### src/rtl/lc3b_types.sv
// rtl/lc3b_types.sv - shared LC-3b types: BHT counter encoding, redirect FSM states, CC generation
package lc3b_types;

  typedef logic [1:0] lc3b_bht_counter;

  localparam lc3b_bht_counter BHT_STRONG_NT = 2'b00;
  localparam lc3b_bht_counter BHT_WEAK_NT   = 2'b01;
  localparam lc3b_bht_counter BHT_STRONG_T  = 2'b11;

  typedef enum logic {
    RD_IDLE,
    RD_PENDING
  } lc3b_redirect_state;

  // One-hot NZP from a result value
  function automatic logic [2:0] gen_cc(input logic [15:0] data);
    if (data[15])
      return 3'b100;
    else if (data == 16'h0000)
      return 3'b010;
    else
      return 3'b001;
  endfunction

endpackage

### src/rtl/branch_history_table.sv
// rtl/branch_history_table.sv - 2-bit saturating counter array, async read, saturating update
module branch_history_table
  import lc3b_types::*;
#(
  parameter int IDX_BITS = 3
) (
  input  logic                clk,
  input  logic                reset_n,
  input  logic [IDX_BITS-1:0] rd_idx,
  output logic                rd_taken,
  input  logic                wr_en,
  input  logic [IDX_BITS-1:0] wr_idx,
  input  logic                wr_taken
);

  localparam int ENTRIES = 1 << IDX_BITS;

  lc3b_bht_counter ctr_q [ENTRIES];

  // Read sees the pre-update value when it hits the entry being written
  assign rd_taken = ctr_q[rd_idx][1];

  always_ff @(posedge clk or negedge reset_n) begin
    if (!reset_n) begin
      for (int i = 0; i < ENTRIES; i++) ctr_q[i] <= BHT_WEAK_NT;
    end else if (wr_en) begin
      if (wr_taken) begin
        if (ctr_q[wr_idx] != BHT_STRONG_T) ctr_q[wr_idx] <= ctr_q[wr_idx] + 2'd1;
      end else begin
        if (ctr_q[wr_idx] != BHT_STRONG_NT) ctr_q[wr_idx] <= ctr_q[wr_idx] - 2'd1;
      end
    end
  end

endmodule

### src/rtl/ex_branch_resolve.sv
// rtl/ex_branch_resolve.sv - EX-stage branch resolution: NZP register, BHT, flush and fetch redirect
module ex_branch_resolve
  import lc3b_types::*;
#(
  parameter int BHT_IDX_BITS = 3,
  parameter int STAT_WIDTH   = 16
) (
  input  logic                  clk,
  input  logic                  reset_n,
  input  logic                  ex_advance,
  input  logic                  ex_is_nop,
  input  logic                  ex_is_br,
  input  logic                  ex_is_uncond,
  input  logic [2:0]            ex_ir_nzp,
  input  logic                  ex_pred_taken,
  input  logic [15:0]           ex_btb_target,
  input  logic [15:0]           ex_flush_pc,
  input  logic [15:0]           ex_target_pc,
  input  logic [15:0]           ex_pc,
  input  logic                  cc_load,
  input  logic [15:0]           cc_data,
  input  logic [15:0]           if_pc,
  output logic                  if_bht_taken,
  output logic                  flush,
  output logic                  redirect_valid,
  output logic [15:0]           redirect_pc,
  input  logic                  redirect_ack,
  output logic [2:0]            cc_out,
  output logic [STAT_WIDTH-1:0] br_count,
  output logic [STAT_WIDTH-1:0] mispred_count
);

  logic [2:0]            cc_q;
  logic [2:0]            eff_cc;
  lc3b_redirect_state    state_q, state_d;
  logic [15:0]           pend_pc_q;
  logic                  pend_load;
  logic                  resolve, taken, mispredict;
  logic [15:0]           correct_pc;
  logic [STAT_WIDTH-1:0] br_q, mis_q;

  // An older instruction writing CC this cycle is forwarded to the branch
  assign eff_cc = cc_load ? gen_cc(cc_data) : cc_q;

  assign resolve = ex_advance & ~ex_is_nop & (ex_is_br | ex_is_uncond) & (state_q == RD_IDLE);
  assign taken   = ex_is_uncond | (|(ex_ir_nzp & eff_cc));
  assign mispredict = resolve & ((taken != ex_pred_taken) |
                                 (taken & ex_pred_taken & (ex_btb_target != ex_target_pc)));
  assign correct_pc = taken ? ex_target_pc : ex_flush_pc;

  always_ff @(posedge clk or negedge reset_n) begin
    if (!reset_n) cc_q <= 3'b010;
    else if (cc_load) cc_q <= gen_cc(cc_data);
  end

  always_ff @(posedge clk or negedge reset_n) begin
    if (!reset_n) begin
      state_q   <= RD_IDLE;
      pend_pc_q <= 16'h0000;
    end else begin
      state_q <= state_d;
      if (pend_load) pend_pc_q <= correct_pc;
    end
  end

  always_comb begin
    state_d        = state_q;
    pend_load      = 1'b0;
    flush          = 1'b0;
    redirect_valid = 1'b0;
    redirect_pc    = 16'h0000;
    case (state_q)
      RD_IDLE: begin
        flush          = mispredict;
        redirect_valid = mispredict;
        if (mispredict) redirect_pc = correct_pc;
        if (mispredict && !redirect_ack) begin
          pend_load = 1'b1;
          state_d   = RD_PENDING;
        end
      end
      RD_PENDING: begin
        flush          = 1'b1;
        redirect_valid = 1'b1;
        redirect_pc    = pend_pc_q;
        if (redirect_ack) state_d = RD_IDLE;
      end
      default: state_d = RD_IDLE;
    endcase
  end

  always_ff @(posedge clk or negedge reset_n) begin
    if (!reset_n) begin
      br_q  <= '0;
      mis_q <= '0;
    end else begin
      if (resolve && br_q != '1)     br_q  <= br_q + STAT_WIDTH'(1);
      if (mispredict && mis_q != '1) mis_q <= mis_q + STAT_WIDTH'(1);
    end
  end

  assign cc_out        = cc_q;
  assign br_count      = br_q;
  assign mispred_count = mis_q;

  branch_history_table #(
    .IDX_BITS(BHT_IDX_BITS)
  ) u_bht (
    .clk      (clk),
    .reset_n  (reset_n),
    .rd_idx   (if_pc[BHT_IDX_BITS:1]),
    .rd_taken (if_bht_taken),
    .wr_en    (resolve & ex_is_br),
    .wr_idx   (ex_pc[BHT_IDX_BITS:1]),
    .wr_taken (taken)
  );

endmodule

### config.mk
export PLATFORM = sky130hd
export DESIGN_NAME = ex_branch_resolve
export DESIGN_NICKNAME = d
export VERILOG_FILES = /design/src/rtl/lc3b_types.sv /design/src/rtl/branch_history_table.sv /design/src/rtl/ex_branch_resolve.sv
export SDC_FILE = /design/constraint.sdc
export NUM_CORES = 1
export LEC_CHECK = 0
export CORE_ASPECT_RATIO = 0.8
export CORE_MARGIN = 5
export CORE_UTILIZATION = 43
export DETAILED_ROUTE_END_ITERATION = 7
export PLACE_DENSITY_LB_ADDON = 0.3
export SLEW_MARGIN = 20
export SYNTH_ARGS = -nofsm -noshare
export SYNTH_HDL_FRONTEND = slang
export SYNTH_SLANG_ARGS = --single-unit
export TNS_END_PERCENT = 10
### constraint.sdc
create_clock -name clk -period 7.5 [get_ports clk]
set_input_delay 2.25 -clock clk [delete_from_list [all_inputs] [get_ports clk]]
set_output_delay 2.25 -clock clk [all_outputs]
set_load 0.05 [all_outputs]
# Word level (Yosys, flattened, before mapping)
# Index checks and enable logic that the tools add are counted.
# word_totals
regBits,68
# op_classes
addsub,4
order_cmp,3
eq_ne,6
n_mux,24
n_bitwise,15
reduce_logical,10
# ops
cell,count
$mux W16,5
$add A16 B1 Y16 const B,2
$bwmux W16,2
$ne A16 B16 Y1 const B,2
$pmux W16 S2,1
$logic_not A16 Y1,1
$ne A16 B16 Y1,1
$bmux W2 S3,2
$mux W2,6
$ge A4 B4 Y1 const B,2
$not A3 Y4,2
$and A1 B1 Y1,7
$demux W2 S3,1
$mux W3,2
$logic_and A1 B1 Y1,4
$lt A4 B1 Y1 const B,1
$pmux W1 S2,2
$reduce_bool A2 Y1,2
$and A3 B3 Y3,1
$mux W1,3
$or A1 B1 Y1,3
$reduce_and A3 Y1,1
$reduce_or A3 Y1,1
$add A2 B1 Y2 const B,1
other kinds (6),7

# Depth between registers and ports, before layout
# logic_depth
ltp_word,14
mapped_depth,13
depth_no_buf,11

# By module
# A second synthesis with hierarchy kept.
# hier_totals
hier_cells,365
hier_area_um2,3791.1
# modules_own_cells
mod,instances,cells_per_inst,area_per_inst_um2,seq_area_each_um2
ex_branch_resolve,1,290,2827.7,1302.5
branch_history_table,1,75,963.4,410.4

# Worst setup path before layout
# No wires, ideal clock.
# synth_timing
path_kind,in2out
from,input port cc_data[10]
to,output port redirect_pc[0]
arrival_ns,5.263
required_ns,5.250
slack_ns,-0.013
cell_stages,11
path_cell_list,nor4_1 nand4_1 mux2i_1 or2_1 buf_2 buf_6 ha_1 inv_1 a41oi_1 o21bai_1 o21ai_0
# synth_via
elab_chain_cells,13
word_cells_on_any_way,15
# synth_rtl
item,line_no,text
start: declaration,ex_branch_resolve.sv:21,"input logic [15:0] cc_data,"
$logic_not A16 Y1 *,lc3b_types.sv:19,else if (data == 16'h0000)
$mux W2 *,lc3b_types.sv:19,
$mux W3 *,lc3b_types.sv:17,if (data[15])
$mux W3 *,--,
$and A3 B3 Y3 *,ex_branch_resolve.sv:46,assign taken = ex_is_uncond | (|(ex_ir_nzp & eff_cc));
$reduce_or A3 Y1 *,ex_branch_resolve.sv:46,
$or A1 B1 Y1 *,ex_branch_resolve.sv:46,
$and A1 B1 Y1 (2 in series),ex_branch_resolve.sv:48,(taken & ex_pred_taken & (ex_btb_target != ex_target_pc)));
$or A1 B1 Y1,ex_branch_resolve.sv:47,assign mispredict = resolve & ((taken != ex_pred_taken) |
$and A1 B1 Y1,ex_branch_resolve.sv:47,
$mux W16 *,ex_branch_resolve.sv:76,if (mispredict) redirect_pc = correct_pc;
$pmux W16 S2 *,ex_branch_resolve.sv:72,case (state_q)
end: declaration,ex_branch_resolve.sv:26,"output logic [15:0] redirect_pc,"
# Mark *: on every way between the ends. The rest lies on a longest branch, timed or not.

# Worst setup path in the final report
# layout_timing
from,input port cc_load
to,output port redirect_pc[5]
# layout_via
elab_chain_cells,10
word_cells_on_any_way,12
# layout_rtl
item,line_no,text
start: declaration,ex_branch_resolve.sv:20,"input logic cc_load,"
$mux W3 *,--,
via eff_cc[2],ex_branch_resolve.sv:34,logic [2:0] eff_cc;
$and A3 B3 Y3 *,ex_branch_resolve.sv:46,
$reduce_or A3 Y1 *,ex_branch_resolve.sv:46,
$or A1 B1 Y1 *,ex_branch_resolve.sv:46,
$and A1 B1 Y1 (2 in series),ex_branch_resolve.sv:48,
$or A1 B1 Y1,ex_branch_resolve.sv:47,
$and A1 B1 Y1,ex_branch_resolve.sv:47,
$mux W16 *,ex_branch_resolve.sv:76,
$pmux W16 S2 *,ex_branch_resolve.sv:72,
# Mark *: on every way through the listed nets, which the timed path passes. The rest lies on a longest branch.

==> key figures <==
Critical path
  – Number of cells on the critical path: 11
  – Critical path class: in -> out
  – Critical Path Slowest Stage Cell: clkdlybuf4s50_1
  – Cells along the critical path: clkdlybuf4s50_1 -> mux2_4 -> a221o_1 -> or2_1 -> ha_1 -> inv_1 -> a41oi_1 -> o21bai_1 -> buf_4 -> o21ai_0 -> buf_4
  – Most Frequent Cell on Critical Path: buf_4
  – CP arrival: 5.00 ns
  – Maximum fanout along the worst path: 17
  – Startpoint types: input pin
  – Worst Path Buf+Inv: 4
  – Setup crit end kind: primary output
  – CP max stage delay: 0.52 ns
  – Critical path required time: 5.25 ns
  – FF-to-FF path depth: 9
  – Largest delay contributor family on the critical path: buffers and inverters

Yosys
  – #FFs+latches synth: 68
  – Synth cell count leaders: dfrtp_1 (59), nand2_1 (55), xnor2_1 (24), o21ai_0 (23), xor2_1 (22)
  – Dominant cells by area after synthesis: dfrtp_1 (39%), dfstp_2 (6.2%), xnor2_1 (5.5%)
  – Post-Syn Area: 3830 um2
  – Number of enable flip-flop cells after synthesis: 0
  – Dominant synthesized flop cell: dfrtp_1
  – Yosys top cell area share: 0.385
  – Dominant cell type by area after synthesis: dfrtp_1
  – Synth Warn #: 0
  – Post-synthesis area per instance: 9.93 um2
  – Mapped Cells: 386
  – Count leader, synth: dfrtp_1
  – Post-synth cell types: 52
  – Post-synthesis net count: 499
  – Seq/Total Area, Yosys: 0.447
  – Fraction of registers with async set/reset: 1.00

Floorplan
  – Die area: 10900 um2
  – Die height: 94.5 um
  – Die width: 116 um
  – Rows: 30
  – Ports: 162
  – Initial Util: 0.446
  – Core area: 8600 um2

Worst hold path
  – Worst min path class: reg -> reg
  – Hold Path Stages: 2

Place
  – Post-Place Cells: 621
  – DP HPWL: 7.64 mm
  – Final GP Congestion: 0.837
  – # port buffers: 135

Layout
  – Nets@finish: 633
  – Fillers: 743
  – Share of layout cells above drive strength 1: 0.122
  – Non-filler instance count after layout: 637
  – Final core utilization: 0.634
  – Area growth syn-to-layout: 42.1%
  – ANT cells: 0

Timing
  – # setup viols final: 0
  – Worst slew pin tran: 0.977 ns
  – Hold slack: 0.483 ns
  – Fin crit share: 0.967
  – Hold Vio Cnt, Final: 0
  – Max Clk Rate: 138 MHz
  – Max-slew violations: 0
  – Final Critical Period: 7.25 ns
  – Worst Skew: 0.00721 ns
  – RSZ-0062 raised after global routing: no
  – Setup TNS: 0 ns
  – Worst slew margin: 0.345

Detailed routing
  – Detail Route Antenna Nets: 0
  – TritonRoute pass-1 iters: 4
  – Routed vias: 3375
  – DR iter-0 viols: 118
  – Overall routed net length: 10.2 mm
  – Post-DR wirelength/cell: 15.9 um
  – # DRC: 0
  – Routed vias/inst: 5.30

CTS
  – Reg clk slew, reported paths: 0.07 ns
  – Maximum clock path buffer count: 2
  – Cts hold-fix bufs: 0
  – CTS tree: yes
  – Post-CTS sizing: 0
  – Setup Fix Bufs, Post-CTS: 0
  – Clk sink count: 68
  – Clock latency on the worst-skew pair: 0.34 ns
  – H-tree depth: 3
  – TritonCTS buffer count: 9
  – Clock root buffer: clkbuf_8

Power and ir drop
  – Share of power burned in registers: 0.417
  – Int Pwr: 0.801 mW
  – Worst VDD drop: 0.000219 V
  – Switch Pwr: 0.450 mW
  – Clock power frac: 0.248
  – Power Total: 1.25 mW
  – Comb power frac: 0.335
  – Pwr/cell area: 230 nW/um2
  – Lkg Pwr: 2.30 nW
  – Switching share of power: 0.360

Global route
  – Vias in the first global route: 3449
  – Initial antenna violation count: 0
  – Largest net degree at the start of global routing: 69
  – Overall Global Routing Usage: 0.192
  – First-pass GRT wire length: 16.7 mm
  – GR Overflow Total: 0

Run status
  – Status: completed

Run
  – Max-cap violations: 0
-- metrics by stage --
stage                     setup WS (ns)  instance area (um2)
after floorplan                 -0.0126                 3830
final                             0.250                 5450
after global routing             0.0225                 5450
after global placement            0.325                 5230
after CTS                         0.261                 5440
after detailed placement          0.280                 5230
-- routing by layer --
layer | up-vias | part of all wire | global-route usage | wire (um)
met5 | - | 0 | 0 | 0
met4 | 0 | 0.017 | 0.0577 | 176
met3 | 18 | 0.080 | 0.0557 | 810
met2 | 120 | 0.45 | 0.305 | 4580
met1 | 1584 | 0.45 | 0.254 | 4590
li1 | 1653 | - | - | -
-- worst paths after layout --
check / start / end / slack [ns]
max in group asynchronous: reset_n / u_bht.ctr_q[3] / 4.82
worst min-delay path: pend_pc_q[5] / pend_pc_q[5] / 0.48
worst max register to register: cc_out[2] / mispred_count[14] / 4.28
min in group asynchronous: reset_n / mispred_count[1] / 2.09
worst min register to register: pend_pc_q[5] / pend_pc_q[5] / 0.48
worst max-delay path: cc_load / redirect_pc[5] / 0.25
-- layout by cell type (no fill, tap or decap), drive strengths merged, types with 3 or more instances in the layout --
master and n:
o21ai 43, inv 8, nor4 9, clkbuf 11
nor3b 4, ha 5, mux2 13, nor3 4
and3 3, or3 3, clkdlybuf4s50 116, mux2i 18
a21oi 12, nand2 55, dfrtp 59, and2 3
xor2 22, or3b 3, o22a 8, a22o 3
nor2 12, xnor2 24, nand4 9, a211oi 3
dfstp 9, and4 4, clkinv 3, buf 23
nand3 13
-- cells by family (layout without fill, tap and decap cells) --
kind of cell,Yosys count,after routing,share of synthesized area
multiplexers,33,33,0.0979
buffers and inverters,24,163,0.0287
AO/OA/AOI/OAI,81,81,0.133
flip-flops,68,68,0.447
XOR/XNOR,46,46,0.105
adder cells (fa/ha/maj),5,5,0.0163
AND/OR/NAND/NOR,129,129,0.172
-- worst register-to-register path, cell delays in order (launching register included) --
cell,delay [ns]
dfrtp_1,0.39
mux2_4,0.28
a221o_1,0.40
or2_1,0.30
ha_1,0.38
inv_1,0.12
a221o_1,0.38
a211oi_2,0.51
nand4_1,0.19
xnor2_1,0.16
-- power groups by stage --
stage	sequential [mW]	combinational [mW]	clock, mW
final	0.521	0.419	0.311
after global routing	0.533	0.456	0.337
after CTS	0.520	0.423	0.320
after detailed placement	0.526	0.421	0
after global placement	0.522	0.412	0
after floorplan	0.597	0.184	0
-- cell type report --
| cell class | instances | area [um2] | area share |
|---|---|---|---|
| multi-input combinational | 294 | 2020 | 0.371 |
| sequential | 68 | 1710 | 0.314 |
| timing repair buffer | 139 | 1330 | 0.244 |
| clock buffer | 11 | 151 | 0.0278 |
| tap | 112 | 140 | 0.0257 |
| clock inverter | 5 | 60.1 | 0.0110 |
| inverter | 8 | 30.0 | 0.00551 |
Power figures use the tool's default switching activity.
